### src/rtl/decode_stage_pipe.sv
// ID/EX stage: decodes one MIPS-subset instruction per accepted transfer into an ALU code and control bundle.
// Optional illegal-instruction flag enabled by defining DECODE_ILLEGAL_TRAP_EN.
module decode_stage_pipe #(
   parameter int unsigned PC_W        = 32,
   parameter int unsigned ALUCODE_W   = 5,
   parameter int unsigned STALL_CNT_W = 16
) (
   input  logic                   clk,
   input  logic                   rst_n,
   input  logic                   in_valid,
   output logic                   in_ready,
   input  logic [31:0]            in_instr,
   input  logic [PC_W-1:0]        in_pc,
   input  logic                   flush,
   output logic                   out_valid,
   input  logic                   out_ready,
   output logic [PC_W-1:0]        out_pc,
   output logic [31:0]            out_instr,
   output logic [ALUCODE_W-1:0]   out_alucode,
   output logic [10:0]            out_ctrl,
   output logic [4:0]             out_wreg,
`ifdef DECODE_ILLEGAL_TRAP_EN
   output logic [STALL_CNT_W-1:0] stall_count,
   output logic                   illegal_instr
`else
   output logic [STALL_CNT_W-1:0] stall_count
`endif
);

   typedef enum logic [4:0] {
      ALU_ADD  = 5'd0,  ALU_AND  = 5'd1,  ALU_XOR  = 5'd2,  ALU_OR   = 5'd3,
      ALU_NOR  = 5'd4,  ALU_SUB  = 5'd5,  ALU_ANDI = 5'd6,  ALU_XORI = 5'd7,
      ALU_ORI  = 5'd8,  ALU_JR   = 5'd9,  ALU_BEQ  = 5'd10, ALU_BNE  = 5'd11,
      ALU_BGEZ = 5'd12, ALU_BGTZ = 5'd13, ALU_BLEZ = 5'd14, ALU_BLTZ = 5'd15,
      ALU_SLL  = 5'd16, ALU_SRL  = 5'd17, ALU_SRA  = 5'd18, ALU_SLT  = 5'd19,
      ALU_SLTU = 5'd20
   } alu_e;

   // {regwrite, memtoreg, memwrite, memread, alusrca, alusrcb, regdst, branch, j, jr, uses_rt}
   localparam logic [10:0] C_RALU  = 11'b1_0_0_0_0_0_1_0_0_0_1;
   localparam logic [10:0] C_SHIMM = 11'b1_0_0_0_1_0_1_0_0_0_1;
   localparam logic [10:0] C_JR    = 11'b0_0_0_0_0_0_0_0_0_1_1;
   localparam logic [10:0] C_IALU  = 11'b1_0_0_0_0_1_0_0_0_0_0;
   localparam logic [10:0] C_LW    = 11'b1_1_0_1_0_1_0_0_0_0_0;
   localparam logic [10:0] C_SW    = 11'b0_0_1_0_0_1_0_0_0_0_1;
   localparam logic [10:0] C_BRRT  = 11'b0_0_0_0_0_0_0_1_0_0_1;
   localparam logic [10:0] C_BR    = 11'b0_0_0_0_0_0_0_1_0_0_0;
   localparam logic [10:0] C_J     = 11'b0_0_0_0_0_0_0_0_1_0_0;

   logic [5:0] op, funct;
   logic [4:0] rs, rt, rd;
   assign op    = in_instr[31:26];
   assign rs    = in_instr[25:21];
   assign rt    = in_instr[20:16];
   assign rd    = in_instr[15:11];
   assign funct = in_instr[5:0];

   alu_e                 code;
   logic [10:0]          raw_ctrl;
   logic                 dec_illegal;
   logic [10:0]          dec_ctrl;
   logic [ALUCODE_W-1:0] dec_alucode;
   logic [4:0]           dec_wreg;

   always_comb begin
      code        = ALU_ADD;
      raw_ctrl    = '0;
      dec_illegal = 1'b0;
      if (in_instr != '0) begin
         unique case (op)
            6'h00: begin
               unique case (funct)
                  6'h20, 6'h21: begin code = ALU_ADD;  raw_ctrl = C_RALU;  end
                  6'h22, 6'h23: begin code = ALU_SUB;  raw_ctrl = C_RALU;  end
                  6'h24:        begin code = ALU_AND;  raw_ctrl = C_RALU;  end
                  6'h25:        begin code = ALU_OR;   raw_ctrl = C_RALU;  end
                  6'h26:        begin code = ALU_XOR;  raw_ctrl = C_RALU;  end
                  6'h27:        begin code = ALU_NOR;  raw_ctrl = C_RALU;  end
                  6'h2A:        begin code = ALU_SLT;  raw_ctrl = C_RALU;  end
                  6'h2B:        begin code = ALU_SLTU; raw_ctrl = C_RALU;  end
                  6'h00:        begin code = ALU_SLL;  raw_ctrl = C_SHIMM; end
                  6'h02:        begin code = ALU_SRL;  raw_ctrl = C_SHIMM; end
                  6'h03:        begin code = ALU_SRA;  raw_ctrl = C_SHIMM; end
                  6'h04:        begin code = ALU_SLL;  raw_ctrl = C_RALU;  end
                  6'h06:        begin code = ALU_SRL;  raw_ctrl = C_RALU;  end
                  6'h07:        begin code = ALU_SRA;  raw_ctrl = C_RALU;  end
                  6'h08:        begin code = ALU_JR;   raw_ctrl = C_JR;    end
                  default:      dec_illegal = 1'b1;
               endcase
            end
            6'h08, 6'h09: begin code = ALU_ADD;  raw_ctrl = C_IALU; end
            6'h0A:        begin code = ALU_SLT;  raw_ctrl = C_IALU; end
            6'h0B:        begin code = ALU_SLTU; raw_ctrl = C_IALU; end
            6'h0C:        begin code = ALU_ANDI; raw_ctrl = C_IALU; end
            6'h0D:        begin code = ALU_ORI;  raw_ctrl = C_IALU; end
            6'h0E:        begin code = ALU_XORI; raw_ctrl = C_IALU; end
            6'h23:        begin code = ALU_ADD;  raw_ctrl = C_LW;   end
            6'h2B:        begin code = ALU_ADD;  raw_ctrl = C_SW;   end
            6'h04:        begin code = ALU_BEQ;  raw_ctrl = C_BRRT; end
            6'h05:        begin code = ALU_BNE;  raw_ctrl = C_BRRT; end
            6'h06:        begin code = ALU_BLEZ; raw_ctrl = C_BR;   end
            6'h07:        begin code = ALU_BGTZ; raw_ctrl = C_BR;   end
            6'h01: begin
               if (rt == 5'd1)      begin code = ALU_BGEZ; raw_ctrl = C_BR; end
               else if (rt == 5'd0) begin code = ALU_BLTZ; raw_ctrl = C_BR; end
               else                 dec_illegal = 1'b1;
            end
            6'h02:        begin code = ALU_ADD;  raw_ctrl = C_J;    end
            default:      dec_illegal = 1'b1;
         endcase
      end
   end

   // Unknown words always decode to zero controls so nothing downstream can fire.
   always_comb begin
      dec_ctrl         = dec_illegal ? 11'b0 : raw_ctrl;
      dec_alucode      = '0;
      dec_alucode[4:0] = dec_illegal ? ALU_ADD : code;
      dec_wreg         = dec_ctrl[10] ? (dec_ctrl[4] ? rd : rt) : 5'd0;
   end

   logic                   valid_q, valid_d;
   logic [PC_W-1:0]        pc_q, pc_d;
   logic [31:0]            instr_q, instr_d;
   logic [ALUCODE_W-1:0]   alucode_q, alucode_d;
   logic [10:0]            ctrl_q, ctrl_d;
   logic [4:0]             wreg_q, wreg_d;
   logic [STALL_CNT_W-1:0] stall_q, stall_d;
   logic                   ill_q, ill_d;
   logic                   hazard, accept;

   assign hazard = valid_q & ctrl_q[7] & (wreg_q != 5'd0) & in_valid &
                   ((wreg_q == rs) | (dec_ctrl[0] & (wreg_q == rt)));
   assign in_ready = rst_n & ~flush & ~hazard & (~valid_q | out_ready);
   assign accept   = in_valid & in_ready;

   always_comb begin
      valid_d   = valid_q;
      pc_d      = pc_q;
      instr_d   = instr_q;
      alucode_d = alucode_q;
      ctrl_d    = ctrl_q;
      wreg_d    = wreg_q;
      stall_d   = stall_q;
      ill_d     = ill_q;
      if (flush) begin
         valid_d = 1'b0;
      end else if (accept) begin
         valid_d   = 1'b1;
         pc_d      = in_pc;
         instr_d   = in_instr;
         alucode_d = dec_alucode;
         ctrl_d    = dec_ctrl;
         wreg_d    = dec_wreg;
         ill_d     = dec_illegal;
      end else if (out_ready && valid_q) begin
         // Draining while the hazard holds off the consumer is the bubble.
         valid_d = 1'b0;
         if (hazard && (stall_q != '1)) stall_d = stall_q + STALL_CNT_W'(1);
      end
   end

   always_ff @(posedge clk or negedge rst_n) begin
      if (!rst_n) begin
         valid_q   <= 1'b0;
         pc_q      <= '0;
         instr_q   <= '0;
         alucode_q <= '0;
         ctrl_q    <= '0;
         wreg_q    <= '0;
         stall_q   <= '0;
         ill_q     <= 1'b0;
      end else begin
         valid_q   <= valid_d;
         pc_q      <= pc_d;
         instr_q   <= instr_d;
         alucode_q <= alucode_d;
         ctrl_q    <= ctrl_d;
         wreg_q    <= wreg_d;
         stall_q   <= stall_d;
         ill_q     <= ill_d;
      end
   end

   assign out_valid   = valid_q;
   assign out_pc      = pc_q;
   assign out_instr   = instr_q;
   assign out_alucode = alucode_q;
   assign out_ctrl    = ctrl_q;
   assign out_wreg    = wreg_q;
   assign stall_count = stall_q;
`ifdef DECODE_ILLEGAL_TRAP_EN
   assign illegal_instr = ill_q;
`else
   logic unused_ill;
   assign unused_ill = ill_q;
`endif

endmodule
### config.mk
export PLATFORM = sky130hd
export DESIGN_NAME = decode_stage_pipe
export DESIGN_NICKNAME = d
export VERILOG_FILES = /design/src/rtl/decode_stage_pipe.sv
export SDC_FILE = /design/constraint.sdc
export NUM_CORES = 1
export LEC_CHECK = 0
export ABC_AREA = 1
export BUFFER_PORTS_ARGS = -buffer_cell sky130_fd_sc_hd__clkbuf_2
export CAP_MARGIN = 20
export CORE_MARGIN = 1
export CORE_UTILIZATION = 50
export DETAILED_ROUTE_END_ITERATION = 6
export PLACE_DENSITY = 0.86
export SLEW_MARGIN = 10
export SYNTH_ARGS = -nofsm -noshare
export SYNTH_HDL_FRONTEND = slang
export SYNTH_SLANG_ARGS = --single-unit
### constraint.sdc
create_clock -name clk -period 2.7 [get_ports clk]
set_clock_uncertainty 0.1 [all_clocks]
set_input_delay 0.405 -clock clk [delete_from_list [all_inputs] [get_ports clk]]
set_output_delay 0.405 -clock clk [all_outputs]
set_load 0.01 [all_outputs]
# Word level (Yosys, flattened, before mapping)
# Cells that the tools add are included.
# W data, S select, Z words.
dict set report totals {
  reg_bits 102
  elab_cells 101
}
dict set report classes {
  n_reduce_logical 21
  addsub 1
  n_mux 22
  eq_ne 35
  n_bitwise 15
}
# cell n
set op_table {}
lappend op_table {{$pmux W5 S11} 2}
lappend op_table {{$pmux W11 S8} 1}
lappend op_table {{$eq A6 B6 Y1 const B} 12}
lappend op_table {{$eq A6 B4 Y1 const B} 8}
lappend op_table {{$eq A6 B3 Y1 const B} 7}
lappend op_table {{$pmux W11 S3} 1}
lappend op_table {{$reduce_bool A32 Y1} 1}
lappend op_table {{$mux W11} 2}
lappend op_table {{$mux W5} 4}
lappend op_table {{$eq A6 B2 Y1 const B} 3}
lappend op_table {{$reduce_or A17 Y1} 1}
lappend op_table {{$add A16 B1 Y16 const B} 1}
lappend op_table {{$mux W4} 4}
lappend op_table {{$ne A16 B16 Y1 const B} 1}
lappend op_table {{$reduce_or A14 Y1} 1}
lappend op_table {{$reduce_or A13 Y1} 1}
lappend op_table {{$logic_not A6 Y1} 2}
lappend op_table {{$reduce_or A2 Y1} 6}
lappend op_table {{$eq A5 B5 Y1} 2}
lappend op_table {{$and A1 B1 Y1} 9}
lappend op_table {{$mux W1} 7}
lappend op_table {{$reduce_or A7 Y1} 1}
lappend op_table {{$eq A6 B1 Y1 const B} 1}
lappend op_table {{$eq A5 B1 Y1 const B} 1}
lappend op_table {{10 further kinds} 15}

# Depth between registers and ports, before layout
# Gate-level depths: netlist of run 1.
dict set report depth {
  word_depth 15
  mapped_depth 17
  ltp_nobuf 14
}

# Least setup slack after synthesis of run 1
# OpenSTA, ideal clock, no wires.
dict set report synth_timing {
  path_type {input to output}
  from {input in_instr[1]}
  to {output in_ready}
  setup_slack_ns 0.423
  stages 13
  arrival_ns 1.772
  path_buffers 2
  required_time_ns 2.195
  cell_sequence {buf_4 > nand2_1 > inv_1 > nand3_1 > nand3_1 > nor2_2 > nand2_4 > nand2_2 > nand2_1 > nand3_2 > a21oi_2 > buf_2 > nor3_1}
}
dict set report synth_between {
  elab_chain_cells 12
  word_cells_on_any_way 34
  cone_classes {eq/ne: 16; mux: 7; bitwise: 6; reduce/logical: 5}
}
# element line
set synth_lines {}
lappend synth_lines {{start: declaration} 12} ;# input logic [31:0] in_instr,
lappend synth_lines {{$eq A6 B3 Y1, or another cell as far along} 72} ;# unique case (funct)
lappend synth_lines {{$reduce_or A13 Y1 (no source line), or another cell as far along} -}
lappend synth_lines {{$pmux W11 S3 or $mux W1 (tied branches)} 72}
lappend synth_lines {{$pmux W11 S8 or $pmux W1 S3 (tied branches)} 70} ;# unique case (op)
lappend synth_lines {{$mux W11 or $mux W1 (tied branches)} 69} ;# if (in_instr != '0) begin
lappend synth_lines {{$mux W11 *} 116} ;# dec_ctrl = dec_illegal ? 11'b0 : raw_ctrl;
lappend synth_lines {{$and A1 B1 Y1 *} 133} ;# ((wreg_q == rs) | (dec_ctrl[0] & (wreg_q == rt)));
lappend synth_lines {{$or A1 B1 Y1 *} 133}
lappend synth_lines {{$and A1 B1 Y1 *} 132} ;# assign hazard = valid_q & ctrl_q[7] & (wreg_q != 5'd0) & in_valid &
lappend synth_lines {{$not A1 Y1 *} 134} ;# assign in_ready = rst_n & ~flush & ~hazard & (~valid_q | out_ready);
lappend synth_lines {{$and A1 B1 Y1 * (2 in series)} 134}
lappend synth_lines {{end: declaration} 11} ;# output logic in_ready,
# Mark *: on every way between the ends. The rest lies on a longest branch, timed or not.

# Worst setup path in the final report of run 1
dict set report layout_timing {
  from {input in_instr[26]}
  to {output in_ready}
}
dict set report layout_between {
  elab_chain_cells 11
  word_cells_on_any_way 32
  cone_classes {eq/ne: 15; mux: 5; bitwise: 6; reduce/logical: 6}
}
# element line
set layout_lines {}
lappend layout_lines {{$eq A6 B4 Y1, or another cell as far along} 70}
lappend layout_lines {{$reduce_or A7 Y1 (no source line), or another cell as far along} -}
lappend layout_lines {{$pmux W11 S8 or $pmux W1 S3 (tied branches)} 70}
lappend layout_lines {{$mux W11 or $mux W1 (tied branches)} 69}
lappend layout_lines {{$mux W11 *} 116}
lappend layout_lines {{$and A1 B1 Y1 *} 133}
lappend layout_lines {{$or A1 B1 Y1 *} 133}
lappend layout_lines {{$and A1 B1 Y1 *} 132}
lappend layout_lines {{$not A1 Y1 *} 134}
lappend layout_lines {{$and A1 B1 Y1 * (2 in series)} 134}
# Marked as above.

==> results of run 1 <==
==> cell type report <==
type / instances / area share [%]
multi-input cells: 534 / 38.6
flip-flops and latches: 101 / 37.4
repair buffers: 191 / 15.8
well taps: 140 / 2.59
inverters: 46 / 2.55
clock buffers: 9 / 1.83
clock inverters: 7 / 1.22
==> cells in the final DEF, fill, tap and decap left out, types with 5 or more instances in the layout <==
master                     Yosys  final
sky130_fd_sc_hd__nor4_1        7      7
sky130_fd_sc_hd__nand3_1      27     27
sky130_fd_sc_hd__inv_1        44     44
sky130_fd_sc_hd__xnor2_1       7      7
sky130_fd_sc_hd__dfrtp_1     101    101
sky130_fd_sc_hd__nor3_1       15     15
sky130_fd_sc_hd__nor2_2        8      8
sky130_fd_sc_hd__nand2_1     268    268
sky130_fd_sc_hd__xor2_1       15     15
sky130_fd_sc_hd__nor2_1       43     42
sky130_fd_sc_hd__buf_12        0      5
sky130_fd_sc_hd__clkbuf_2      0    169
sky130_fd_sc_hd__buf_4         4     16
sky130_fd_sc_hd__a21oi_1       7      7
sky130_fd_sc_hd__o21ai_0       7      7
sky130_fd_sc_hd__clkbuf_8      0      9
sky130_fd_sc_hd__nand4_1     111    111
==> routing by layer <==
metal  vias up  GRT usage [%]  share of wire [%]
met3        26           4.50                6.1
met1      2672           37.1                 43
li1       2741              -                  -
met4         0           8.61                1.9
met2       205           45.0                 49
met5         -              0                  0
==> flip-flops by register name, indices dropped and copies added, names as in the netlist <==
register,flops
out_alucode,5
out_ctrl,10
out_instr,32
out_pc,32
out_valid,1
out_wreg,5
stall_count,16
==> kinds of logic after synthesis <==
group,synth area share (%)
and+or+nand+nor,41.1
adders and majority gates,0.226
AOI/OAI and AO/OA,2.11
xor gates and xnor gates,3.49
buffers and inverters,7.34
DFF,45.7
==> worst paths after layout <==
check | startpoint | to | slack (ps) | cells past startpoint
worst min-delay path | rst_n | stall_count[3] | 20 | 2
max in group asynchronous | rst_n | out_pc[27] | 1330 | 3
worst min register to register | out_pc[27] | out_pc[27] | 380 | 2
worst max register to register | stall_count[0] | stall_count[14] | 530 | 12
worst max-delay path | in_instr[26] | in_ready | 200 | 10
min in group clk | in_pc[20] | out_pc[20] | 170 | 3
==> worst max-delay path, stage by stage <==
cell                       delay [ps]
sky130_fd_sc_hd__clkbuf_2         130
sky130_fd_sc_hd__nor2_1           310
sky130_fd_sc_hd__nand3_2          180
sky130_fd_sc_hd__nor2_1           270
sky130_fd_sc_hd__nor3_1           120
sky130_fd_sc_hd__nand2_1           90
sky130_fd_sc_hd__nand3_2          100
sky130_fd_sc_hd__a21oi_2          180
sky130_fd_sc_hd__nor3_1            70
sky130_fd_sc_hd__clkbuf_2         140
==> power by group through the flow <==
stage	clock network, mW	logic, mW	registers, mW
2_1_floorplan	0	0.288	1.92
3_3_place_gp	0	0.738	1.83
3_5_place_dp	0	0.757	1.84
4_1_cts	1.06	0.757	1.81
5_1_grt	1.11	0.839	1.84
6_report	1.03	0.750	1.81
==> results.yml, run 1 <==
timing:
  report.final.slew_viol_count: 0
  slew_margin_rel_pct: 50.9
  tightestPinTransition_ps: 737
  period_minus_slack_ps: 2500
  finalCritPeriodShare_pct: 92.7
  maxClockFrequency_ghz: 0.400
  timing.final.ws_setup_ps: 197
  worst_hold_slack_ps: 19.6
  finalSetupViolations: 0
  setup_total_negative_slack_ps: 0
  grt_setup_unrepaired: "no"
  timing.final.hold_violations: 0
route:
  ant_nets: 0
  wirelength_um: 15300
  first_pass_iteration_count_of_the_detailed_router: 5
  detail_route.drc_violations: 0
  via_per_instance_ratio: 5.49
  wl_per_cell_um: 14.9
  detailedRoute.firstIterationViolations: 377
  vias: 5644
die:
  floorplan.io_pins: 172
  die_x_um: 107
  effective_utilization_at_floorplan_pct: 51.2
  core_um2: 10800
  dieHeight_um: 107
  fp-row-count: 38
  die_area_um2: 11500
worst_setup_path:
  setup.worst_path.end_class: "output pin"
  timing.critical_path.required_ps: 2190
  arrival_ps: 2000
  worst-setup-path-type: "input port to output pin"
  worst-path-max-fanout: 6
  worst_setup_path_start_kind: "input port"
power:
  leakagePower_nw: 3.82
  power_switching_mw: 1.16
  peakVddDrop_mv: 0.260
  pwr-share-comb_pct: 20.9
  powerDensity_nw_per_um2: 531
  power_frac_clock_pct: 28.6
  post-layout-total-power_mw: 3.59
  cellInternalPower_mw: 2.43
  seq_power_share_pct: 50.5
  swShare_pct: 32.2
synth:
  synthFlopType: "sky130_fd_sc_hd__dfrtp_1"
  post_synth_edffs: 0
  ys_warn_count: 0
  synthArstFlopShare_pct: 100
  share_of_synthesized_area_occupied_by_flip_flops_and_latches_pct: 45.7
  mappedNetlistArea_um2: 5530
  syn_nets: 794
  synth.area.top_cells: "sky130_fd_sc_hd__dfrtp_1 (46%), sky130_fd_sc_hd__nand2_1 (18%), sky130_fd_sc_hd__nand4_1 (13%)"
  netlist.top_cell.by_area: "sky130_fd_sc_hd__dfrtp_1"
  synth_top_cell_area_share_pct: 45.7
  synth.avg_cell_area_um2: 7.63
  synth_most_common_cell: "sky130_fd_sc_hd__nand2_1"
  synth-seq-cells: 101
  synth_cell_count_leaders: "sky130_fd_sc_hd__nand2_1 (268), sky130_fd_sc_hd__nand4_1 (111), sky130_fd_sc_hd__dfrtp_1 (101)"
  netlist-cell-type-count: 32
  netlist_instances: 724
placement:
  dpl.hpwl_um: 10900
  placement.io_buffers: 171
  placer_s_final_routability_congestion_estimate: 0.894
  place.detailed.instances: 1012
  pre_cts_slack_ps: 232
  place_area_um2: 6560
cells_and_area:
  finish.net_count: 953
  multi_input_area_um2: 2610
  fin_util_pct: 62.6
  nFillCells: 1000
  post_route_cells_drive_above_1_share_pct: 25.8
  layout-area-overhead-vs-synth_pct: 22.3
  sequential_cell_area_um2: 2530
  antenna_cells_inserted: 0
  post_route_design_area_um2: 6760
  finalNonFillerCells: 1028
cts:
  ctsRootBufferMaster: "sky130_fd_sc_hd__clkbuf_8"
  cts_tree: "done"
  postCtsSetupBuffers: 0
  cts_resized: 0
  clkSlewWorstSetupHoldPaths_ps: 110
  cts_hold_fix_bufs: 0
  numClockSinks: 101
  ctsLongestPathBuffers: 2
  cts_made_buffers: 9
  cts-htree-levels: 3
  insertion_delay_ps: 370
global_route:
  global_route.usage.total_pct: 27.4
  first_pass_grt_wire_length_um: 25000
  overflow: 0
  grt_start_max_net_pins: 79
  first_global_vias: 5184
  initial_antenna_violation_count: 0
run:
  max_capacitance_violation_count: 0
hold_path:
  hp-class: "input port to asynchronous set/reset pin"
outcome:
  outcome: "finished clean"
Power figures use the tool's default switching activity.
==> inputs of run 2 (changes only) <==
==> constraint.sdc (replaced) <==
create_clock -name clk -period 2.7 [get_ports clk]
set_clock_uncertainty 0.1 [all_clocks]
set_input_delay 0.54 -clock clk [delete_from_list [all_inputs] [get_ports clk]]
set_output_delay 0.54 -clock clk [all_outputs]
set_load 0.01 [all_outputs]
==> results.yml, run 2 (synthesized netlist as in run 1, its figures left out) <==
outcome:
  outcome: "finished clean"
cells_and_area:
  post_route_cells_drive_above_1_share_pct: 26.9
  most_used_cells_in_the_layout_excluding_fill_and_tap_cells: "sky130_fd_sc_hd__nand2_1 (268), sky130_fd_sc_hd__clkbuf_2 (169), sky130_fd_sc_hd__nand4_1 (111)"
  finalNonFillerCells: 1037
  final_common_cell: "sky130_fd_sc_hd__nand2_1"
  layout-area-overhead-vs-synth_pct: 23.7
  finish.net_count: 961
timing:
  timing.final.ws_setup_ps: 81.1
  finalSetupViolations: 0
  maxClockFrequency_ghz: 0.382
  grt_setup_unrepaired: "no"
  timing.final.hold_violations: 0
  slew_margin_rel_pct: 48.9
  tightestPinTransition_ps: 766
  period_minus_slack_ps: 2620
  report.final.slew_viol_count: 0
  setup_total_negative_slack_ps: 0
  finalCritPeriodShare_pct: 97.0
power:
  swShare_pct: 32.0
  powerDensity_nw_per_um2: 524
  pwr-share-comb_pct: 21.3
  leakagePower_nw: 3.85
  cellInternalPower_mw: 2.44
  post-layout-total-power_mw: 3.58
  power_switching_mw: 1.15
  power_frac_clock_pct: 28.1
  seq_power_share_pct: 50.6
  peakVddDrop_mv: 0.335
cts:
  cts-htree-levels: 3
  cts_tree: "done"
  clkSlewWorstSetupHoldPaths_ps: 100
  postCtsSetupBuffers: 0
  ctsRootBufferMaster: "sky130_fd_sc_hd__clkbuf_8"
  insertion_delay_ps: 360
  ctsLongestPathBuffers: 2
  cts_made_buffers: 9
  numClockSinks: 101
route:
  ant_nets: 0
  first_pass_iteration_count_of_the_detailed_router: 5
  wl_met2_um: 7640
  vias: 5689
  dr_wl_met3_um: 1020
  wl_per_cell_um: 14.9
  met1_length_um: 6600
  detail_route.drc_violations: 0
  via_per_instance_ratio: 5.49
  wirelength_um: 15500
  topRoutingLayerUsed: "met4"
  detailedRoute.firstIterationViolations: 567
placement:
  pre_cts_slack_ps: 128
  place.detailed.instances: 1020
  placer_s_final_routability_congestion_estimate: 0.927
  dpl.hpwl_um: 10900
  placement.io_buffers: 171
worst_setup_path:
  worst_setup_path_start_kind: "input port"
  critical_path.endpoint: "in_ready"
  cp_cell_sequence: "clkbuf_2 -> inv_2 -> nor2_2 -> nand3_1 -> nand2_1 -> nor2_2 -> nand2_4 -> nand2_2 -> nand2_1 -> nand3_2 -> a21oi_2 -> nor3_1 -> clkbuf_2"
  worst_r2r_path_depth: 12
  worst-setup-path-type: "input port to output pin"
  worst-path-max-fanout: 5
  setup.worst_path.end_class: "output pin"
  slowest_delay_ps: 230
  timing.critical_path.required_ps: 2060
  rr_endpoint: "stall_count[15]"
  timing.critical_path.from: "in_instr[3]"
  rrSetupSlack_ps: 320
  worst_path_max_delay_cell: "sky130_fd_sc_hd__nor3_1"
  rr_startpoint: "stall_count[0]"
  arrival_ps: 1980
global_route:
  first_pass_grt_wire_length_um: 25000
  first_global_vias: 5138
  grt_start_max_net_pins: 79
  global_route.usage.total_pct: 27.3
  overflow: 0
  initial_antenna_violation_count: 1
die:
  die_x_um: 107
  effective_utilization_at_floorplan_pct: 51.2
  fp-row-count: 38
  die_area_um2: 11500
  floorplan.io_pins: 172
  dieHeight_um: 107
  core_um2: 10800
run:
  max_capacitance_violation_count: 0
hold_path:
  hp-class: "input port to asynchronous set/reset pin"
-- run 2: worst max-delay path: cells and delay by family --
family	cells	cell delay [ps]
compound gates	1	70
buf+inv	3	460
simple gates	9	900
-- run 2: worst min path at each step --
stage	cells past startpoint	end	startpoint
after floorplan	0	out_alucode[0]	rst_n
after global placement	2	out_pc[5]	out_pc[5]
after detailed placement	2	out_pc[26]	out_pc[26]
after CTS	2	stall_count[0]	rst_n
after global routing	3	out_pc[31]	in_pc[31]
final	2	stall_count[4]	rst_n
-- run 2: what timing repair did --
action,in CTS,in global routing
endpoints found under the hold margin,0,0
endpoints found under the setup margin,0,1
hold buffers,0,0
gates resized for setup,0,6
-- run 2: metrics by stage --
stage                     utilization [%]  hold slack, ps  instance area, um2
after global routing                 63.3             289                6840
after CTS                            63.1             280                6810
after detailed placement             61.2             357                6600
after global placement               61.2             353                6600
final                                63.3             276                6840
after floorplan                         -             144                5530
-- run 2: cell type report --
| type | instances | area [um2] |
|---|---|---|
| antenna | 1 | 2.50 |
| clock buffer | 9 | 124 |
| clock inverter | 7 | 81.3 |
| tap | 140 | 175 |
| fill | 998 | 3960 |
| inverter | 46 | 173 |
| sequential | 101 | 2530 |
| multi-input combinational | 534 | 2640 |
| timing repair buffer | 199 | 1120 |
-- run 2: per-layer routing --
metal,up-vias,track usage (%)
met5,-,0
met4,0,7.53
met3,24,4.50
met2,223,45.4
met1,2683,36.9
li1,2759,-
-- run 2: power by group through the flow --
| stage | Sequential (mW) | Combinational (mW) | Clock, mW |
|---|---|---|---|
| global placement | 1.83 | 0.745 | 0 |
| finish | 1.81 | 0.764 | 1.01 |
| floorplan | 1.92 | 0.288 | 0 |
| global route | 1.83 | 0.845 | 1.09 |
| detailed placement | 1.84 | 0.763 | 0 |
| CTS | 1.81 | 0.763 | 1.03 |
